===== src/rtl/soc_bus_pkg.sv =====
// Shared definitions for the single-master bus controller: address map
// defaults, error data, FSM encoding, slave select indices and the region decoder.
package soc_bus_pkg;

    localparam logic [11:0] ROM_REGION_DEF     = 12'h001;
    localparam logic [11:0] RAM_REGION_DEF     = 12'h000;
    localparam logic [11:0] PER_REGION_DEF     = 12'h020;
    localparam int unsigned TIMEOUT_CYCLES_DEF = 16;
    localparam logic [31:0] ERR_DATA_DEF       = 32'hDEAD_BEEF;

    localparam int SEL_ROM    = 0;
    localparam int SEL_RAM    = 1;
    localparam int SEL_PER    = 2;
    localparam int NUM_SLAVES = 3;

    typedef enum logic [1:0] {
        ST_IDLE   = 2'd0,
        ST_ACCESS = 2'd1,
        ST_DONE   = 2'd2
    } bus_state_e;

    // One-hot slave select from the top address nibbles; all-zero means unmapped.
    function automatic logic [NUM_SLAVES-1:0] decode_region(
        input logic [11:0] region,
        input logic [11:0] rom_region,
        input logic [11:0] ram_region,
        input logic [11:0] per_region
    );
        logic [NUM_SLAVES-1:0] sel;
        sel          = '0;
        sel[SEL_ROM] = (region == rom_region);
        sel[SEL_RAM] = (region == ram_region);
        sel[SEL_PER] = (region == per_region);
        return sel;
    endfunction

endpackage


===== src/rtl/soc_bus_ctrl_timeout.sv =====
// Watchdog counter for the bus controller: cleared when a slave access
// starts, counts while the access is outstanding, flags the last allowed cycle.
module bus_timeout_cnt #(
    parameter int unsigned LIMIT = 16
) (
    input  logic clk,
    input  logic rst,
    input  logic clr,
    input  logic en,
    output logic expired
);

    logic [7:0] cnt_q;
    logic [7:0] cnt_d;

    // Next count: clear wins over enable, otherwise hold.
    always_comb begin
        cnt_d = cnt_q;
        if (clr) begin
            cnt_d = 8'd0;
        end else if (en) begin
            cnt_d = cnt_q + 8'd1;
        end
    end

    // Count register.
    always_ff @(posedge clk) begin
        if (rst) begin
            cnt_q <= 8'd0;
        end else begin
            cnt_q <= cnt_d;
        end
    end

    assign expired = (cnt_q == 8'(LIMIT - 1));

endmodule


===== src/rtl/soc_bus_ctrl.sv =====
// Single-master bus controller: PicoRV32 native interface to ROM, RAM and a
// peripheral window, one transaction at a time, with watchdog and error capture.
module soc_bus_ctrl
    import soc_bus_pkg::*;
#(
    parameter logic [11:0] ROM_REGION     = ROM_REGION_DEF,
    parameter logic [11:0] RAM_REGION     = RAM_REGION_DEF,
    parameter logic [11:0] PER_REGION     = PER_REGION_DEF,
    parameter int unsigned TIMEOUT_CYCLES = TIMEOUT_CYCLES_DEF,
    parameter logic [31:0] ERR_DATA       = ERR_DATA_DEF
) (
    input  logic        clk,
    input  logic        rst,
    input  logic        mem_valid,
    output logic        mem_ready,
    input  logic [31:0] mem_addr,
    input  logic [31:0] mem_wdata,
    input  logic [3:0]  mem_wstrb,
    output logic [31:0] mem_rdata,
    output logic        rom_valid,
    output logic        ram_valid,
    output logic        per_valid,
    input  logic        rom_ready,
    input  logic        ram_ready,
    input  logic        per_ready,
    input  logic [31:0] rom_rdata,
    input  logic [31:0] ram_rdata,
    input  logic [31:0] per_rdata,
    output logic [31:0] s_addr,
    output logic [31:0] s_wdata,
    output logic [3:0]  s_wstrb,
    output logic        err_flag,
    output logic [31:0] err_addr,
    input  logic        err_clr
);

    bus_state_e            state_q,     state_d;
    logic [NUM_SLAVES-1:0] sel_q,       sel_d;
    logic [NUM_SLAVES-1:0] valid_q,     valid_d;
    logic                  mem_ready_q, mem_ready_d;
    logic [31:0]           mem_rdata_q, mem_rdata_d;
    logic [31:0]           s_addr_q,    s_addr_d;
    logic [31:0]           s_wdata_q,   s_wdata_d;
    logic [3:0]            s_wstrb_q,   s_wstrb_d;
    logic                  err_flag_q,  err_flag_d;
    logic [31:0]           err_addr_q,  err_addr_d;

    logic [NUM_SLAVES-1:0] req_sel;
    logic                  req_bad;
    logic                  err_set;
    logic [31:0]           err_set_addr;
    logic                  cnt_clr;
    logic                  cnt_en;
    logic                  cnt_expired;
    logic                  sel_ready;
    logic [31:0]           sel_rdata;

    bus_timeout_cnt #(
        .LIMIT (TIMEOUT_CYCLES)
    ) u_timeout (
        .clk     (clk),
        .rst     (rst),
        .clr     (cnt_clr),
        .en      (cnt_en),
        .expired (cnt_expired)
    );

    // Decode the incoming request: unmapped, or a write aimed at the ROM, is refused.
    always_comb begin
        req_sel = decode_region(mem_addr[31:20], ROM_REGION, RAM_REGION, PER_REGION);
        req_bad = (req_sel == '0) || (req_sel[SEL_ROM] && (mem_wstrb != 4'd0));
    end

    // Route the ready and read data of the slave owning the current access.
    always_comb begin
        sel_ready = 1'b0;
        sel_rdata = 32'd0;
        if (sel_q[SEL_ROM]) begin
            sel_ready = rom_ready;
            sel_rdata = rom_rdata;
        end else if (sel_q[SEL_RAM]) begin
            sel_ready = ram_ready;
            sel_rdata = ram_rdata;
        end else if (sel_q[SEL_PER]) begin
            sel_ready = per_ready;
            sel_rdata = per_rdata;
        end
    end

    // Transaction FSM next-state and registered-output logic; readys are only honoured in ACCESS.
    always_comb begin
        state_d      = state_q;
        sel_d        = sel_q;
        valid_d      = valid_q;
        mem_ready_d  = 1'b0;
        mem_rdata_d  = mem_rdata_q;
        s_addr_d     = s_addr_q;
        s_wdata_d    = s_wdata_q;
        s_wstrb_d    = s_wstrb_q;
        err_set      = 1'b0;
        err_set_addr = s_addr_q;
        cnt_clr      = 1'b0;
        cnt_en       = 1'b0;

        case (state_q)
            ST_IDLE: begin
                if (mem_valid) begin
                    s_addr_d  = mem_addr;
                    s_wdata_d = mem_wdata;
                    s_wstrb_d = mem_wstrb;
                    sel_d     = req_sel;
                    if (req_bad) begin
                        state_d      = ST_DONE;
                        valid_d      = '0;
                        mem_ready_d  = 1'b1;
                        mem_rdata_d  = ERR_DATA;
                        err_set      = 1'b1;
                        err_set_addr = mem_addr;
                    end else begin
                        state_d = ST_ACCESS;
                        valid_d = req_sel;
                        cnt_clr = 1'b1;
                    end
                end
            end
            ST_ACCESS: begin
                cnt_en = 1'b1;
                if (sel_ready) begin
                    state_d     = ST_DONE;
                    valid_d     = '0;
                    mem_ready_d = 1'b1;
                    mem_rdata_d = (s_wstrb_q != 4'd0) ? 32'd0 : sel_rdata;
                end else if (cnt_expired) begin
                    state_d     = ST_DONE;
                    valid_d     = '0;
                    mem_ready_d = 1'b1;
                    mem_rdata_d = ERR_DATA;
                    err_set     = 1'b1;
                end
            end
            ST_DONE: begin
                state_d = ST_IDLE;
                valid_d = '0;
            end
            default: begin
                state_d = ST_IDLE;
                valid_d = '0;
            end
        endcase
    end

    // Sticky error capture: a new error beats a coincident clear and re-loads the address.
    always_comb begin
        err_flag_d = err_flag_q;
        err_addr_d = err_addr_q;
        if (err_set) begin
            err_flag_d = 1'b1;
            if (!err_flag_q || err_clr) begin
                err_addr_d = err_set_addr;
            end
        end else if (err_clr) begin
            err_flag_d = 1'b0;
        end
    end

    // State and output registers; reset aborts any access in flight without a response.
    always_ff @(posedge clk) begin
        if (rst) begin
            state_q     <= ST_IDLE;
            sel_q       <= '0;
            valid_q     <= '0;
            mem_ready_q <= 1'b0;
            mem_rdata_q <= 32'd0;
            s_addr_q    <= 32'd0;
            s_wdata_q   <= 32'd0;
            s_wstrb_q   <= 4'd0;
            err_flag_q  <= 1'b0;
            err_addr_q  <= 32'd0;
        end else begin
            state_q     <= state_d;
            sel_q       <= sel_d;
            valid_q     <= valid_d;
            mem_ready_q <= mem_ready_d;
            mem_rdata_q <= mem_rdata_d;
            s_addr_q    <= s_addr_d;
            s_wdata_q   <= s_wdata_d;
            s_wstrb_q   <= s_wstrb_d;
            err_flag_q  <= err_flag_d;
            err_addr_q  <= err_addr_d;
        end
    end

    assign mem_ready = mem_ready_q;
    assign mem_rdata = mem_rdata_q;
    assign rom_valid = valid_q[SEL_ROM];
    assign ram_valid = valid_q[SEL_RAM];
    assign per_valid = valid_q[SEL_PER];
    assign s_addr    = s_addr_q;
    assign s_wdata   = s_wdata_q;
    assign s_wstrb   = s_wstrb_q;
    assign err_flag  = err_flag_q;
    assign err_addr  = err_addr_q;

endmodule


===== config.mk =====
export PLATFORM = sky130hd
export DESIGN_NAME = soc_bus_ctrl
export DESIGN_NICKNAME = d
export VERILOG_FILES = /design/src/rtl/soc_bus_pkg.sv /design/src/rtl/soc_bus_ctrl_timeout.sv /design/src/rtl/soc_bus_ctrl.sv
export SDC_FILE = /design/constraint.sdc
export NUM_CORES = 1
export LEC_CHECK = 0
export ABC_CLOCK_PERIOD_IN_PS = 5880
export CORE_UTILIZATION = 44
export CTS_CLUSTER_DIAMETER = 30
export DETAILED_ROUTE_END_ITERATION = 10
export PLACE_DENSITY = 0.89
export SETUP_SLACK_MARGIN = 0.05
export SLEW_MARGIN = 5
export SYNTH_ARGS = -nofsm -noshare
export SYNTH_HDL_FRONTEND = slang
export SYNTH_HIERARCHICAL = 1
export SYNTH_SLANG_ARGS = --single-unit

===== constraint.sdc =====
create_clock -name clk -period 5.88 [get_ports clk]
set_clock_uncertainty 0.15 [all_clocks]
set_input_delay 1.176 -clock clk [delete_from_list [all_inputs] [get_ports clk]]
set_output_delay 1.176 -clock clk [all_outputs]
set_load 0.05 [all_outputs]

==> results.ini <==
[synth]
syn-cell-area_um2=6390
synth_simple_gate_area_share_pct=20.7
synth_top_family_by_area=compound AO/OA/AOI/OAI gates
syn-num-nets=962
synthAdderAreaFrac_pct=0.196
synth_compound_gate_area_share_pct=26.8
yosysSeqAreaShare_pct=47.0
synth_warnings=6
synth_edf_count=0
synth_xor_area_share_pct=0.548
synthDistinctLibCells=46
syn_inst=790
syn_avg_cell_area_um2=8.09
synth-async-reset-ratio_pct=0
dominantRegCellSynth=dfxtp_1
ys_ff_latch=150
synthMuxAreaShare_pct=0.157

[grt]
grt_max_degree=89
grt_pass1_vias=6588
antenna_found_initial=0
grt_pass1_wl_um=33300
overflow=0
grt_use_total_pct=28.6

[timing]
final_max_slew_viol_count=0
worstMarginPinSlew_ns=1.31
setup_viol=0
fmaxAchievable_ghz=0.251
min_period_over_period_pct=67.7
report.final.hold_viol_count=0
tns_ns=0
max_slew_margin_pct=12.8
grt_setup_unrepaired=false
post-route-min-period_ns=3.98

[detailed_routing]
drt_iter0_markers=528
wirelength_um=21400
antenna_left=0
dr.pass1.iters=5
viasPerCell=5.52
drc=0
avgRoutedWirePerCell_um=17.2
via_count=6880

[clocking]
clk_pin_slew_ns=0.06
cts_buffers=17
cts-resized-gates=0
holdBufCountCts=0
cts_buffer_depth=2
cts_tree=built
clk_latency_ns=0.42
cts_root_buffer=clkbuf_16
cts.sinks=150
htreeDepth=4
post_cts_buffers=0

[setup_path]
critPathLaunchType=input port
critPathKind=input port to register
endpoint_kind=register
cp_max_fo=26
cp.required_ns=6.06
worstPathArrival_ns=4.16

[floorplan]
core_um2=14000
die_y_um=122
ioPinCount=308
dieArea_um2=15000
dieWidth_um=122
start_util_pct=45.5
rows=43

[finish]
layout_commonest_cell=clkdlybuf4s50_1
final_cell_mix=306 x clkdlybuf4s50_1, 176 x nand2_1, 149 x dfxtp_1
area_delta_synth_final_pct=57.0
n_antenna_cell=0
nNetsFinal=1227
fillCellCount=1068
finish.utilization_pct=71.4
drive_gt1_share_pct=6.00

[pwr]
power_density_nw_per_um2=278
leakage_nw=3.62
peakVddDrop_v=0.000208

[hold_path]
min_path_type=register to register

[outcome]
status=complete, no violations

[placed_design]
dp_hpwl_um=14900
gp_congestion=0.842
io_buffers=307

[run]
cap_violations=0

per-stage QoR:
stage	cells	setup WS (ns)	power, W	hold WS [ns]	area (um^2)
global route	1247	1.54	0.00289	0.321	10000
floorplan	790	2.88	0.00150	0.295	6390
finish	1247	1.90	0.00279	0.304	10000
detailed placement	1216	1.53	0.00178	0.296	9480
CTS	1247	1.90	0.00280	0.304	10000
global placement	1216	1.58	0.00177	0.291	9480
report_power, final:
group / switching [W] / internal [W] / leakage [nW]
combinational: 0.000388 / 0.000258 / 2.11
clock: 0.000413 / 0.000612 / 0.269
sequential: 0.0000386 / 0.00108 / 1.24
total: 0.000840 / 0.00195 / 3.62
state kept, by name, summed over array words and instances, names as in the netlist:
signal and flops:
sel_q 3, s_wstrb 4, u_timeout/cnt_q 8, s_wdata 32, s_addr 32, valid_q 3, err_addr 32, state_q 2
mem_ready 1, mem_rdata 32, err_flag 1
Yosys cell counts, types with 2 or more instances:
| master | number | area (um^2) |
|---|---|---|
| nor4_1 | 3 | 18.8 |
| a22oi_1 | 32 | 240 |
| buf_1 | 6 | 22.5 |
| a22o_1 | 9 | 78.8 |
| a221oi_1 | 20 | 175 |
| a21oi_1 | 109 | 546 |
| nand2b_1 | 2 | 12.5 |
| a221oi_2 | 10 | 150 |
| dfxtp_1 | 150 | 3000 |
| nand4_1 | 3 | 18.8 |
| or2_2 | 2 | 12.5 |
| clkbuf_1 | 52 | 195 |
| nor3_1 | 53 | 265 |
| o221a_2 | 2 | 22.5 |
| o21ai_0 | 38 | 190 |
| a2bb2oi_1 | 21 | 184 |
| xor2_1 | 3 | 26.3 |
| a21boi_0 | 5 | 37.5 |
| a32o_1 | 2 | 20.0 |
| buf_2 | 9 | 45.0 |
| nand2_1 | 177 | 664 |
| nor2_1 | 48 | 180 |
| nand3_1 | 5 | 25.0 |
| buf_6 | 2 | 22.5 |
| nor2b_1 | 3 | 18.8 |
| inv_1 | 2 | 7.51 |
| or3_1 | 3 | 18.8 |
worst max-delay path: stages:
cell and delay, ns:
clkdlybuf4s50_1 0.47, nor4_1 0.35, nand4_1 0.42, o21ai_2 1.08, a21boi_0 0.33, a221oi_2 0.33
final timing paths:
| check | start | end | slack (ns) | cells past startpoint |
|---|---|---|---|---|
| max | mem_addr[24] | err_addr[28] | 1.90 | 6 |
| min | s_wdata[26] | s_wdata[26] | 0.30 | 2 |
| max reg2reg | sel_q[1] | mem_rdata[29] | 2.08 | 5 |
| min reg2reg | s_wdata[26] | s_wdata[26] | 0.30 | 2 |
area by class of cell:
type | instances | area (um^2) | area share [%]
clock buffer | 23 | 478 | 4.76
clock inverter | 8 | 73.8 | 0.736
inverter | 2 | 7.51 | 0.0748
multi-input combinational | 569 | 3110 | 31.0
sequential | 150 | 3000 | 29.9
tap | 180 | 225 | 2.24
timing repair buffer | 315 | 3130 | 31.2
kinds of logic (layout without fill, tap and decap cells):
logic type                 after synthesis  in the layout
muxes                                    1              1
buffers and inverters                   71            348
AOI/OAI and AO/OA                      255            255
DFF                                    150            150
adders and majority gates                1              1
and+or+nand+nor                        308            308
xor gates and xnor gates                 4              4
metal layers:
| metal | global-route usage (%) | vias to the layer above | part of all wire (%) | routed length [um] |
|---|---|---|---|---|
| met4 | 12.8 | 0 | 2.7 | 585 |
| met2 | 48.2 | 258 | 49 | 10600 |
| met5 | 0 | - | 0 | 0 |
| li1 | - | 3345 | - | - |
| met1 | 33.4 | 3235 | 40 | 8660 |
| met3 | 8.41 | 42 | 7.5 | 1600 |
(Power assumes the default switching activity.)
